File: src/rtl/instr_mem_sync.sv
// Synchronous, writable LEGv8 instruction memory with a pipelined fetch port.
// After reset it fills every word with DEFAULT_WORD before it accepts any request.
module instr_mem_sync #(
    parameter int unsigned         DATA_W       = 32,
    parameter int unsigned         ADDR_W       = 16,
    parameter int unsigned         DEPTH        = 64,
    parameter logic [DATA_W-1:0]   DEFAULT_WORD = DATA_W'(32'hD60003E0),
    parameter int unsigned         READ_LAT     = 1
) (
    input  logic              clock,
    input  logic              reset_n,
    input  logic              rd_en,
    input  logic [ADDR_W-1:0] rd_addr,
    output logic              rd_ready,
    output logic              rd_valid,
    output logic [DATA_W-1:0] rd_data,
    input  logic              wr_en,
    input  logic [ADDR_W-1:0] wr_addr,
    input  logic [DATA_W-1:0] wr_data,
    output logic              wr_err,
    output logic              init_busy
);

    localparam int unsigned CNT_W = (DEPTH > 1) ? $clog2(DEPTH) : 1;

    localparam logic [0:0] ST_INIT  = 1'b0;
    localparam logic [0:0] ST_READY = 1'b1;

    logic [0:0]       state;
    logic [0:0]       state_nxt;
    logic [CNT_W-1:0] cnt;
    logic [CNT_W-1:0] cnt_nxt;

    logic [DATA_W-1:0] mem [DEPTH];

    logic              rd_acc;
    logic              wr_acc;
    logic              rd_hit;
    logic              wr_hit;
    logic [DATA_W-1:0] rd_word;

    // State and fill-counter register
    always_ff @(posedge clock or negedge reset_n) begin
        if (!reset_n) begin
            state <= ST_INIT;
            cnt   <= '0;
        end else begin
            state <= state_nxt;
            cnt   <= cnt_nxt;
        end
    end

    // INIT walks the whole array once, then READY is terminal
    always_comb begin
        state_nxt = state;
        cnt_nxt   = cnt;
        if (state == ST_INIT) begin
            cnt_nxt = cnt + CNT_W'(1);
            if (cnt == CNT_W'(DEPTH - 1)) begin
                state_nxt = ST_READY;
                cnt_nxt   = '0;
            end
        end
    end

    assign rd_ready  = (state == ST_READY);
    assign init_busy = (state == ST_INIT);

    // Range checks use the full address so out-of-range indices never alias
    assign rd_acc  = rd_en & (state == ST_READY);
    assign wr_acc  = wr_en & (state == ST_READY);
    assign rd_hit  = ({1'b0, rd_addr} < (ADDR_W + 1)'(DEPTH));
    assign wr_hit  = ({1'b0, wr_addr} < (ADDR_W + 1)'(DEPTH));
    assign rd_word = rd_hit ? mem[rd_addr[CNT_W-1:0]] : DEFAULT_WORD;

    // Array has no reset; the INIT fill is its only initialisation
    always_ff @(posedge clock) begin
        if (state == ST_INIT) begin
            mem[cnt] <= DEFAULT_WORD;
        end else if (wr_acc && wr_hit) begin
            mem[wr_addr[CNT_W-1:0]] <= wr_data;
        end
    end

    always_ff @(posedge clock or negedge reset_n) begin
        if (!reset_n) begin
            wr_err <= 1'b0;
        end else begin
            wr_err <= wr_acc & ~wr_hit;
        end
    end

    // Array is sampled at the accepting edge, so a same-cycle write is seen only by later reads
    if (READ_LAT == 1) begin : g_lat1
        always_ff @(posedge clock or negedge reset_n) begin
            if (!reset_n) begin
                rd_valid <= 1'b0;
                rd_data  <= DEFAULT_WORD;
            end else begin
                rd_valid <= rd_acc;
                if (rd_acc) begin
                    rd_data <= rd_word;
                end
            end
        end
    end else begin : g_lat2
        logic              s1_valid;
        logic [DATA_W-1:0] s1_data;

        always_ff @(posedge clock or negedge reset_n) begin
            if (!reset_n) begin
                s1_valid <= 1'b0;
                s1_data  <= DEFAULT_WORD;
                rd_valid <= 1'b0;
                rd_data  <= DEFAULT_WORD;
            end else begin
                s1_valid <= rd_acc;
                if (rd_acc) begin
                    s1_data <= rd_word;
                end
                rd_valid <= s1_valid;
                if (s1_valid) begin
                    rd_data <= s1_data;
                end
            end
        end
    end

endmodule

File: config.mk
export PLATFORM = sky130hd
export DESIGN_NAME = instr_mem_sync
export DESIGN_NICKNAME = d
export VERILOG_FILES = /design/src/rtl/instr_mem_sync.sv
export SDC_FILE = /design/constraint.sdc
export NUM_CORES = 2
export LEC_CHECK = 0
export ABC_AREA = 1
export CAP_MARGIN = 5
export CORE_AREA = 2 2 437 439
export DETAILED_ROUTE_END_ITERATION = 7
export DIE_AREA = 0 0 439 441
export HOLD_SLACK_MARGIN = 0.12
export SKIP_CTS_REPAIR_TIMING = 1
export SLEW_MARGIN = 20
export SYNTH_ARGS = -nofsm -noshare
export SYNTH_HDL_FRONTEND = slang
export SYNTH_SLANG_ARGS = --single-unit
export TNS_END_PERCENT = 5
File: constraint.sdc
create_clock -name clock -period 7.25 [get_ports clock]
set_clock_uncertainty 0.15 [all_clocks]
set_input_delay 0.725 -clock clock [delete_from_list [all_inputs] [get_ports clock]]
set_output_delay 0.725 -clock clock [all_outputs]
set_load 0.05 [all_outputs]
==> results.tsv <==
stage	metric	value	unit
routing	avgRoutedWirePerCell	24.89	um
run	max_cap_viol_count	0	
global_route	antenna_found_initial	6	
die	dieArea	193600	um^2
sta	layout_setup_ws	2.422	ns
layout	final_cell_mix	2618 x nand2_1, 2048 x edfxtp_1, 1759 x nand3_1	
layout	fillers	16410	
die	die_w	439	um
synthesis	synth.avg_cell_area	11.79	um^2
sta	period_share	0.6660	
routing	viasPerCell	5.648	
sta	slew_viol_final	0	
clocking	path_clk_slew	0.06	ns
die	num_io_pins	104	
min_path	holdPathStages	3	
clocking	ctsLongestPathBuffers	3	
layout	final_common_cell	nand2_1	
die	coreArea	189200	um^2
placed_design	dp_slack	1.900	ns
routing	num_vias	55600	
sta	finalSetupViolations	0	
worst_setup_path	rr_endpoint	mem[11][6]	
placed_design	io_buffers	103	
synthesis	synth-seq-cells	2089	
global_route	grt_start_max_net_pins	187	
sta	relSlewSlack	0.2212	
layout	final_layout_size_suffix_gt1_frac	0.07604	
placed_design	place.gp.congestion	0.8674	
min_path	hp-start	wr_en	
synthesis	synthCells	7156	
clocking	cts_tree	done	
routing	drtIter0Drc	6326	
global_route	grt_usage	0.2506	
die	initial_core_util	0.4461	
synthesis	synth_area	84400	um^2
min_path	hold_class	primary input to register	
clocking	htreeDepth	4	
outcome	status	finished clean	
global_route	grt_pass1_vias	52590	
placed_design	post-place-cells	9439	
layout	final_cells	9844	
pwr	powerDensity	257.5	nW/um^2
worst_setup_path	startpoint_type	register	
layout	fin_nets	7220	
clocking	cts_buffers	206	
pwr	ir_drop	0.2062	mV
synthesis	syn-num-nets	7225	
routing	drt-total-wl	245.0	mm
pwr	p_total	24530	uW
layout	seqCellArea	62540	um^2
worst_setup_path	rr_startpoint	rd_ready	
worst_setup_path	required	7.60	ns
sta	rsz0062_at_grt	false	
sta	fin_setup_tns	0	ns
clocking	insertion_delay	0.84	ns
global_route	grt_pass1_wl	357.4	mm
routing	ant_nets	0	
synthesis	synthDistinctLibCells	35	
layout	utilization	0.5037	
sta	fmax	0.2071	GHz
synthesis	ys_seq_area_frac	0.7409	
sta	layout_min_cycle_time	4.828	ns
clocking	ctsRootBufferMaster	clkbuf_16	
worst_setup_path	rrSetupSlack	2.42	ns
pwr	leakagePower	0.03246	uW
worst_setup_path	cp_max_fo	33	
routing	drtPass1Iterations	6	
die	rows	160	
placed_design	dp_hpwl	136.0	mm
routing	drc_errors	0	
synthesis	ys_warn_count	0	
worst_setup_path	worstPathArrival	5.18	ns
layout	multi_input_area	20340	um^2
min_path	min_to	wr_err	
die	dieHeight	441	um
worst_setup_path	reg2reg_depth	8	
sta	hold_viol	0	
layout	areaGrowthSynthToFinish	12.89	%
worst_setup_path	critical_path_class	register to register	
global_route	overflow	0	
worst_setup_path	cp-end-kind	register	
clocking	clock-sinks	2089	
sta	tightestPinTransition	1.165	ns
per-layer routing:
layer / vias up / share of wire / GRT usage
met5: - / 0 / 0
met4: 0 / 0.035 / 0.08707
met3: 420 / 0.085 / 0.04782
met2: 2468 / 0.47 / 0.4024
met1: 27590 / 0.41 / 0.3424
li1: 25120 / - / -
cells in the mapped netlist (all sizes together):
cell type,number,area (um^2)
a21oi,15,75.07
and3,1,6.260
buf,295,1418
clkbuf,162,608.1
clkinv,1,3.750
dfrtp,31,775.7
dfstp,10,262.8
edfxtp,2048,61500
ha,1,12.51
inv,52,195.2
nand2,2621,9843
nand3,1761,8818
nand3b,1,11.26
nand4,10,156.4
nor2,102,390.4
nor3,1,10.01
nor4,2,27.53
o21ai,18,131.4
o22ai,1,6.260
or2,20,125.1
xnor2,1,8.760
xor2,2,17.52
worst max-delay path, cell delays in order (launching register included):
cell and delay [ns]:
dfrtp_1 0.57, nand2_1 0.18, nand3b_4 0.33, buf_4 0.75, nand2_1 0.15, o21ai_2 0.18, nand3_1 0.86, nor2_4 0.78
buf_4 0.46
how the worst max path moves through the flow:
| stage | from | endpoint | slack (ns) |
|---|---|---|---|
| 2_1_floorplan | wr_addr[9] | mem[10][0] | 3.42 |
| 3_3_place_gp | wr_addr[13] | mem[9][15] | 1.83 |
| 3_5_place_dp | wr_addr[11] | mem[12][31] | 1.90 |
| 4_1_cts | rd_ready | mem[12][9] | 2.45 |
| 5_1_grt | rd_ready | mem[11][26] | 2.22 |
| 6_report | rd_ready | mem[11][6] | 2.42 |
report_power, final:
group          leakage (uW)  internal, uW  total, uW  switching (uW)
Clock               0.00308          5640      10100            4500
Sequential           0.0149         13100      13100               0
Combinational        0.0145           364       1340             977
sequential cells by signal, summed over array words and instances (netlist names):
register / count
rd_ready: 1
cnt: 6
rd_data: 32
rd_valid: 1
mem: 2048
wr_err: 1
per-stage QoR:
step,area (um^2),hold slack [ns]
floorplan,84400,0.2794
global placement,88290,0.3741
detailed placement,88600,0.3831
CTS,94890,-0.1503
global route,95270,0.3211
finish,95290,0.3056
logic make-up (layout without fill, tap and decap cells):
group	after synthesis	in the layout	synth area share
other	0	8	0
DFF	2089	2089	0.7409
buffers and inverters	510	679	0.02636
xor gates and xnor gates	3	3	0.0003114
adders and majority gates	1	1	0.0001482
AOI/OAI and AO/OA	34	34	0.002520
and+or+nand+nor	4519	4519	0.2297
layout make-up:
cell class                      count  area share
Inverter                           53    0.002390
Antenna cell                        8   0.0002101
Clock inverter                    110    0.007340
Tap cell                         2511     0.03297
Timing Repair Buffer              244     0.02853
Multi-Input combinational cell   4557      0.2135
Clock buffer                      272     0.05876
Sequential cell                  2089      0.6563
(Power assumes the default switching activity.)
